$ cat config.mk
export PLATFORM = sky130hd
export DESIGN_NAME = ysyx_22041207_mdu_flat
export DESIGN_NICKNAME = d
export VERILOG_FILES = /design/src/rtl/ysyx_22041207_mdu_if.sv /design/src/rtl/ysyx_22041207_mdu.sv /design/src/flat_wrapper.sv
export SDC_FILE = /design/constraint.sdc
export NUM_CORES = 2
export LEC_CHECK = 0
export ABC_AREA = 1
export CAP_MARGIN = 20
export CORE_MARGIN = 10
export CORE_UTILIZATION = 59
export CTS_BUF_LIST = sky130_fd_sc_hd__clkbuf_8
export DETAILED_ROUTE_END_ITERATION = 6
export GPL_TIMING_DRIVEN = 1
export PLACE_DENSITY = 0.83
export SYNTH_ARGS = -nofsm -noshare
export SYNTH_HDL_FRONTEND = slang
export SYNTH_SLANG_ARGS = --single-unit
$ cat constraint.sdc
create_clock -name clk -period 4.45 [get_ports clk]
set_input_delay 0.445 -clock clk [delete_from_list [all_inputs] [get_ports clk]]
set_output_delay 0.445 -clock clk [all_outputs]
set_load 0.005 [all_outputs]
$ cat src/rtl/ysyx_22041207_mdu_if.sv
// Handshake bundle between the EX stage and the multiply/divide unit.
// The EX stage drives operands and takes results; the unit is the slave.
interface ysyx_22041207_mdu_if #(
  parameter int XLEN = 64
) ();
  logic            in_valid;
  logic            in_ready;
  logic [2:0]      op;
  logic            word;
  logic [XLEN-1:0] a;
  logic [XLEN-1:0] b;
  logic            out_valid;
  logic            out_ready;
  logic [XLEN-1:0] res;

  modport master (
    output in_valid, op, word, a, b, out_ready,
    input  in_ready, out_valid, res
  );

  modport slave (
    input  in_valid, op, word, a, b, out_ready,
    output in_ready, out_valid, res
  );
endinterface

$ cat src/rtl/ysyx_22041207_mdu.sv
// Iterative RV64M multiply/divide unit: shift-add multiply, restoring divide,
// both on operand magnitudes with the sign applied when the result is produced.
module ysyx_22041207_mdu #(
  parameter int XLEN     = 64,
  parameter bit FAST_MUL = 1'b0
) (
  input logic               clk,
  input logic               rst,
  input logic               flush,
  ysyx_22041207_mdu_if.slave bus
);
  localparam int              CW    = $clog2(XLEN);
  localparam logic [XLEN-1:0] WMASK = XLEN'(64'hFFFF_FFFF);
  localparam logic [XLEN-1:0] MIN_X = {1'b1, {(XLEN-1){1'b0}}};
  localparam logic [XLEN-1:0] MIN_W = XLEN'(32'h8000_0000);

  typedef enum logic [1:0] {IDLE, CALC, DONE} state_t;

  state_t              state_reg, state_next;
  logic [CW-1:0]       cnt_reg, cnt_next;
  logic [2:0]          op_reg, op_next;
  logic                word_reg, word_next;
  logic                prep_reg, prep_next;
  logic                neg_q_reg, neg_q_next;
  logic                neg_r_reg, neg_r_next;
  logic [2*XLEN-1:0]   acc_reg, acc_next, x_reg, x_next;
  logic [XLEN-1:0]     y_reg, y_next, res_reg, res_next;

  logic [XLEN-1:0]     a_raw, a_ext, b_ext, a_mag, b_mag, nmask, a_sext, special_res;
  logic                a_neg, b_neg, b_zero, ovf, is_div, fast;
  logic [CW-1:0]       last_cnt;
  logic [XLEN:0]       diff;
  logic [2*XLEN-1:0]   acc_step, x_step, prod_s;
  logic [XLEN-1:0]     y_step, quo_s, rem_s, pick, result;

  function automatic logic [XLEN-1:0] sext32(input logic [31:0] v);
    return XLEN'($signed(v));
  endfunction

  // The first CALC cycle decodes the raw operands still parked in x_reg/y_reg.
  assign is_div   = op_reg[2];
  assign a_raw    = x_reg[XLEN-1:0];
  assign nmask    = word_reg ? WMASK : '1;
  assign a_ext    = a_raw & nmask;
  assign b_ext    = y_reg & nmask;
  assign a_neg    = (op_reg[1:0] != 2'd3) && (!is_div || !op_reg[0]) &&
                    (word_reg ? a_raw[31] : a_raw[XLEN-1]);
  assign b_neg    = (is_div ? !op_reg[0] : !op_reg[1]) &&
                    (word_reg ? y_reg[31] : y_reg[XLEN-1]);
  assign a_mag    = a_neg ? ((-a_ext) & nmask) : a_ext;
  assign b_mag    = b_neg ? ((-b_ext) & nmask) : b_ext;
  assign b_zero   = (b_ext == '0);
  assign ovf      = is_div && !op_reg[0] && (b_ext == nmask) &&
                    (a_ext == (word_reg ? MIN_W : MIN_X));
  assign a_sext   = word_reg ? sext32(a_raw[31:0]) : a_raw;
  assign special_res = (b_zero && !op_reg[1]) ? '1 :
                       (ovf && op_reg[1])     ? '0 : a_sext;
  assign fast     = FAST_MUL && !is_div;
  assign last_cnt = fast ? '0 : (word_reg ? CW'(31) : CW'(XLEN - 1));

  // One iteration: restoring-divide step on {rem, quo} or shift-add multiply step.
  assign diff = acc_reg[2*XLEN-1:XLEN-1] - {1'b0, y_reg};

  always_comb begin
    acc_step = acc_reg;
    x_step   = x_reg << 1;
    y_step   = y_reg >> 1;
    if (is_div) begin
      x_step   = x_reg;
      y_step   = y_reg;
      acc_step = diff[XLEN] ? {acc_reg[2*XLEN-2:0], 1'b0}
                            : {diff[XLEN-1:0], acc_reg[XLEN-2:0], 1'b1};
    end else if (fast) begin
      acc_step = x_reg * {{XLEN{1'b0}}, y_reg};
    end else if (y_reg[0]) begin
      acc_step = acc_reg + x_reg;
    end
  end

  assign prod_s = neg_q_reg ? -acc_step : acc_step;
  assign quo_s  = neg_q_reg ? -acc_step[XLEN-1:0] : acc_step[XLEN-1:0];
  assign rem_s  = neg_r_reg ? -acc_step[2*XLEN-1:XLEN] : acc_step[2*XLEN-1:XLEN];
  assign pick   = is_div ? (op_reg[1] ? rem_s : quo_s) :
                  ((op_reg[1:0] == 2'd0) || word_reg) ? prod_s[XLEN-1:0]
                                                      : prod_s[2*XLEN-1:XLEN];
  assign result = word_reg ? sext32(pick[31:0]) : pick;

  always_comb begin
    state_next = state_reg;
    cnt_next   = cnt_reg;
    op_next    = op_reg;
    word_next  = word_reg;
    prep_next  = prep_reg;
    neg_q_next = neg_q_reg;
    neg_r_next = neg_r_reg;
    acc_next   = acc_reg;
    x_next     = x_reg;
    y_next     = y_reg;
    res_next   = res_reg;
    case (state_reg)
      IDLE: begin
        if (bus.in_valid) begin
          state_next = CALC;
          prep_next  = 1'b1;
          cnt_next   = '0;
          op_next    = bus.op;
          word_next  = bus.word;
          x_next     = {{XLEN{1'b0}}, bus.a};
          y_next     = bus.b;
        end
      end
      CALC: begin
        if (prep_reg) begin
          prep_next = 1'b0;
          if (is_div && (b_zero || ovf)) begin
            state_next = DONE;
            res_next   = special_res;
          end else begin
            neg_q_next = a_neg ^ b_neg;
            neg_r_next = a_neg;
            x_next     = {{XLEN{1'b0}}, a_mag};
            y_next     = b_mag;
            // Word dividends are left-aligned so quotient bits land in [31:0].
            acc_next   = is_div ? {{XLEN{1'b0}}, (word_reg ? (a_mag << (XLEN - 32)) : a_mag)}
                                : '0;
          end
        end else begin
          acc_next = acc_step;
          x_next   = x_step;
          y_next   = y_step;
          cnt_next = cnt_reg + 1'b1;
          if (cnt_reg == last_cnt) begin
            state_next = DONE;
            cnt_next   = '0;
            res_next   = result;
          end
        end
      end
      DONE: begin
        if (bus.out_ready) state_next = IDLE;
      end
      default: state_next = IDLE;
    endcase
    if (flush) begin
      state_next = IDLE;
      cnt_next   = '0;
      prep_next  = 1'b0;
      res_next   = res_reg;
    end
  end

  always_ff @(posedge clk) begin
    if (rst) begin
      state_reg <= IDLE;
      cnt_reg   <= '0;
      op_reg    <= '0;
      word_reg  <= 1'b0;
      prep_reg  <= 1'b0;
      neg_q_reg <= 1'b0;
      neg_r_reg <= 1'b0;
      acc_reg   <= '0;
      x_reg     <= '0;
      y_reg     <= '0;
      res_reg   <= '0;
    end else begin
      state_reg <= state_next;
      cnt_reg   <= cnt_next;
      op_reg    <= op_next;
      word_reg  <= word_next;
      prep_reg  <= prep_next;
      neg_q_reg <= neg_q_next;
      neg_r_reg <= neg_r_next;
      acc_reg   <= acc_next;
      x_reg     <= x_next;
      y_reg     <= y_next;
      res_reg   <= res_next;
    end
  end

  assign bus.in_ready  = (state_reg == IDLE);
  assign bus.out_valid = (state_reg == DONE);
  assign bus.res       = res_reg;
endmodule

$ cat src/flat_wrapper.sv
// flat-port wrapper written by rule: the top's interface ports become plain ports
module ysyx_22041207_mdu_flat 
#(
  parameter int XLEN     = 64,
  parameter bit FAST_MUL = 1'b0
)
  (clk, rst, flush, bus_in_valid, bus_op, bus_word, bus_a, bus_b, bus_out_ready, bus_in_ready, bus_out_valid, bus_res);
  ysyx_22041207_mdu_if #(.XLEN(XLEN)) bus_i ();
  input logic clk;
  input logic rst;
  input logic flush;
  input wire logic [$bits(bus_i.in_valid)-1:0] bus_in_valid;
  input wire logic [$bits(bus_i.op)-1:0] bus_op;
  input wire logic [$bits(bus_i.word)-1:0] bus_word;
  input wire logic [$bits(bus_i.a)-1:0] bus_a;
  input wire logic [$bits(bus_i.b)-1:0] bus_b;
  input wire logic [$bits(bus_i.out_ready)-1:0] bus_out_ready;
  output wire logic [$bits(bus_i.in_ready)-1:0] bus_in_ready;
  output wire logic [$bits(bus_i.out_valid)-1:0] bus_out_valid;
  output wire logic [$bits(bus_i.res)-1:0] bus_res;
  assign bus_i.in_valid = bus_in_valid;
  assign bus_i.op = bus_op;
  assign bus_i.word = bus_word;
  assign bus_i.a = bus_a;
  assign bus_i.b = bus_b;
  assign bus_i.out_ready = bus_out_ready;
  assign bus_in_ready = bus_i.in_ready;
  assign bus_out_valid = bus_i.out_valid;
  assign bus_res = bus_i.res;
  ysyx_22041207_mdu #(.XLEN(XLEN), .FAST_MUL(FAST_MUL)) u_core (.clk(clk), .rst(rst), .flush(flush), .bus(bus_i));
endmodule
==> flow_metrics.py, run 1 <==
metrics = {
    "outcome": {
        "status": "stopped before the end",
        "lastStage": "5_1_grt",
        "tool.error": "[ERROR GRT-0116] Global routing finished with congestion. Check the congestion regions in the DRC Viewer.",
    },
    "grt": {
        "grt_pass1_wl_um": 511000,
        "first_global_vias": 80500,
        "grt_usage": 0.644,
        "grt_overflow_total": 358,
        "grt_start_max_net_pins": 171,
    },
    "clock_network": {
        "numCtsBuffers": 77,
        "root_buffer": "clkbuf_8",
        "clock-sinks": 399,
        "clockBufferDepth": 3,
        "postCtsHoldBufs": 0,
        "htreeDepth": 3,
    },
    "synth": {
        "synth.distinct_cells": 59,
        "yosysWarnings": 0,
        "syn_avg_cell_area_um2": 5.17,
        "synth_top_area_share": 0.246,
        "postSynth.asyncResetShare": 0,
        "synth.most_common_cell": "nand2_1",
        "syn_area_um2": 52200,
        "synth_edf_count": 0,
        "syn-num-nets": 10400,
        "yosys_most_used_dff": "dfxtp_1",
        "synthCells": 10100,
        "synthTopCellsByCount": "nand2_1 (3415), inv_1 (1623), nor2_1 (1012)",
        "synth_top_area_cell": "nand2_1",
        "ys_seq_elements": 399,
        "synth_area_leaders": "nand2_1 (25%), dfxtp_1 (15%), inv_1 (12%)",
        "yosysSeqAreaShare": 0.153,
    },
    "floorplan": {
        "die_w_um": 317,
        "start_util": 0.592,
        "dieHeight_um": 317,
        "io_pins": 203,
        "rows": 109,
    },
    "placement": {
        "hpwl_um": 229000,
        "port_buffers": 202,
        "gp_congestion": 1.39,
    },
}
## per-stage QoR
step	area, um^2	instances	setup slack [ps]
CTS	68000	12600	-125
detailed placement	65100	12500	-603
global placement	65100	12500	-399
floorplan	52200	10100	26.7
## per-layer routing
layer | overflow | track usage
met5 | 2 | 0.252
met4 | 156 | 0.588
met3 | 19 | 0.509
met2 | 173 | 0.780
met1 | 8 | 0.669
## kinds of logic after synthesis
logic type	count (synthesis)	synth area share
and+or+nand+nor	5486	0.429
xor gates and xnor gates	178	0.0299
AOI/OAI and AO/OA	1805	0.192
buffers and inverters	2023	0.149
DFF	399	0.153
adders and majority gates	199	0.0480
## repair_timing
action | 4_1_cts
pin swaps | 83
resized for setup | 298
endpoints found under the setup margin | 217
buffers inserted | 32
gates cloned | 0
==> run 2, diff against run 1 <==
- CORE_UTILIZATION: 59 -> 40
- CTS_BUF_LIST: sky130_fd_sc_hd__clkbuf_8 -> unset
- PLACE_DENSITY: 0.83 -> unset
- PLACE_DENSITY_LB_ADDON: unset -> 0.15
- clock period: 4.45 -> 5.8 ns (I/O delays scaled with it)
==> run 2 against run 1 <==
  * The flow now finishes, with violations (setup timing)
  * Area after synthesis unchanged
  * Synthesized cell count unchanged
==> flow_metrics.py, run 2 <==
metrics = {
    "hold_path": {
        "min_path_cells": 2,
        "worstHoldStart": "rst",
        "hold_path.class": "in -> reg",
        "whs_endpoint": "u_core.bus.res[46]",
    },
    "clock_network": {
        "clockBufferDepth": 3,
        "clk_pin_slew_ps": 70,
        "clock-sinks": 399,
        "htreeDepth": 2,
        "clk-insertion-delay-late_ps": 700,
        "root_buffer": "clkbuf_16",
        "postCtsHoldBufs": 0,
        "cts_setup_buffers": 0,
        "tritoncts": "built",
        "numCtsBuffers": 51,
        "ctsResizeCount": 0,
    },
    "placement": {
        "pre_cts_slack_ps": 310,
        "hpwl_um": 283000,
        "placedInstanceArea_um2": 58800,
        "port_buffers": 202,
        "dp.cells": 12100,
        "gp_congestion": 1.12,
    },
    "drt": {
        "wl_per_cell_um": 28.2,
        "ant_nets": 0,
        "wl_met2_um": 139000,
        "wl_um": 345000,
        "viasPerCell": 5.88,
        "num_vias": 71900,
        "dr.pass1.iters": 7,
        "drtIter0Drc": 11000,
        "routed.top_layer": "met5",
        "drc_errors": 0,
        "met3_length_um": 40000,
        "wl_met1_um": 128000,
    },
    "worst_setup_path": {
        "crit_path_end_kind": "flip-flop",
        "r2r_setup_slack_ps": -50,
        "crit_fanout": 5,
        "critPathArrivalTime_ps": 6480,
        "r2r-end": "u_core.bus.res[57]",
        "critPathLaunchType": "flip-flop",
        "critPathKind": "reg -> reg",
        "cp_data_required_time_ps": 6420,
        "r2r-start": "u_core.acc_reg[95]",
        "r2r_cells": 27,
    },
    "synth": {
        "syn_avg_cell_area_um2": 5.17,
        "synthXorXnorAreaFrac": 0.0299,
        "synth_edf_count": 0,
        "synthTopCellsByCount": "nand2_1 (3415), inv_1 (1623), nor2_1 (1012)",
        "synth_area_leaders": "nand2_1 (25%), dfxtp_1 (15%), inv_1 (12%)",
        "syn_area_um2": 52200,
        "synth_top_area_cell": "nand2_1",
        "yosysSeqAreaShare": 0.153,
        "postSynth.asyncResetShare": 0,
        "yosysWarnings": 0,
        "synthAdderAreaFrac": 0.0480,
        "synth_top_family_by_area": "simple AND/OR/NAND/NOR gates",
        "synth.distinct_cells": 59,
        "yosys.area_share.simple": 0.429,
        "synth.most_common_cell": "nand2_1",
        "syn-num-nets": 10400,
        "synth_compound_area_frac": 0.192,
        "yosys_most_used_dff": "dfxtp_1",
        "synthCells": 10100,
        "synth_mux_area_frac": 0,
        "synth_top_area_share": 0.246,
        "ys_seq_elements": 399,
    },
    "grt": {
        "first_global_vias": 64500,
        "grt_usage": 0.448,
        "grt_start_max_net_pins": 139,
        "grt_pass1_wl_um": 475000,
        "grt_overflow_total": 0,
        "grt_antenna_before_repair": 12,
    },
    "timing": {
        "slew_headroom": 0.0713,
        "min_period_ps": 5850,
        "skew_ps": 41.5,
        "fin_ws_ps": -53.6,
        "fin_crit_sh": 1.01,
        "setup_viol": 1,
        "grt_setup_unrepaired": "no",
        "hold_viol_final": 0,
        "worst_pin_slew_ps": 1380,
        "finalSetupTns_ps": -53.6,
        "fmax_mhz": 171,
        "drv_slew": 0,
    },
    "power": {
        "vdd_drop_max_mv": 0.201,
        "powerDensity_nw_per_um2": 232,
        "p_leak_nw": 31.3,
    },
    "layout": {
        "fill_cells": 14300,
        "layoutNonFillerInstCount": 12200,
        "final_area_um2": 60700,
        "areaGrowthSynthToFinish_pct": 16.4,
        "layout.nets": 10800,
        "multiInputGateArea_um2": 36600,
        "mostFrequentLayoutCells": "nand2_1 (3410), inv_1 (1617), nor2_1 (1001)",
        "drive_gt1_frac": 0.0704,
        "final_common_cell": "nand2_1",
        "register_area_um2": 8010,
    },
    "floorplan": {
        "rows": 132,
        "dieHeight_um": 381,
        "core_um2": 130000,
        "die_w_um": 381,
        "io_pins": 203,
        "start_util": 0.403,
        "dieArea_um2": 145000,
    },
    "outcome": {
        "status": "finished with violations",
        "violations": "setup timing",
    },
    "run": {
        "drv_cap": 0,
    },
}
-- run 2: cell counts after synthesis --
No cell type changed its count.
-- run 2: area by class of cell --
class,count,area share
flip-flops and latches,399,0.132
inverters,1647,0.102
diodes,11,0.000453
repair buffers,667,0.0981
well taps,1742,0.0359
clock inverters,24,0.00523
multi-input cells,7668,0.603
clock buffers,70,0.0237
-- run 2: critical path, cell delays in order (launching register included) --
cell and delay, ps:
dfxtp_1 640, ha_1 470, nand2_1 160, nor2_1 260, nand2_1 180, nor2_1 460
nand2_1 340, nor3_1 210, nand2_1 250, nand3_1 160, nand3_1 330, nand2_1 170
nand2_1 330, nor2_1 240, nand2_1 100, nor2_1 230, nand2_1 200, nor2_1 140
nand2_1 90, nand2_1 80, nand2_1 60, nand3_1 60, nand2_1 70, nand2_1 200
nand2_1 90, nand2_1 70, nand2_1 50, a21oi_1 150
-- run 2: cells by family (layout without fill, tap and decap cells) --
family,count (synthesis),count (layout)
xor+xnor,178,178
simple gates,5486,5486
compound gates,1805,1805
other cells,0,11
flops,399,399
fa+ha+maj,199,199
buf+inv,2023,2408
-- run 2: worst max path at each step --
| stage | startpoint | end | slack, ps | depth (start not counted) |
|---|---|---|---|---|
| 5_1_grt | u_core.y_reg[38] | u_core.bus.res[38] | 10 | 40 |
| 4_1_cts | u_core.x_reg[0] | u_core.bus.res[43] | 270 | 31 |
| 2_1_floorplan | u_core.y_reg[19] | u_core.bus.res[50] | 1340 | 40 |
| 6_report | u_core.acc_reg[95] | u_core.bus.res[57] | -50 | 27 |
| 3_5_place_dp | u_core.x_reg[0] | u_core.bus.res[41] | 310 | 31 |
| 3_3_place_gp | u_core.x_reg[0] | u_core.bus.res[43] | 310 | 31 |
-- run 2: stage by stage --
| stage | utilization | hold WS (ps) | power [mW] |
|---|---|---|---|
| final | 0.469 | 416 | 14.1 |
| after floorplan | - | 461 | 6.93 |
| after CTS | 0.467 | 406 | 13.6 |
| after global placement | 0.454 | 476 | 10.1 |
| after detailed placement | 0.454 | 489 | 10.1 |
| after global routing | 0.468 | 432 | 14.5 |
-- run 2: where the power goes --
group	switching, mW	internal (mW)	total (mW)
Sequential	0.383	2.93	3.32
Combinational	5.14	2.07	7.21
Clock	1.54	2.01	3.55
Total	7.07	7.00	14.1
-- run 2: per-layer routing --
metal,track usage,vias up
met5,0.000330,-
li1,-,32800
met1,0.538,32900
met3,0.114,1185
met4,0.404,6
met2,0.654,5078
Power figures use the tool's default switching activity.
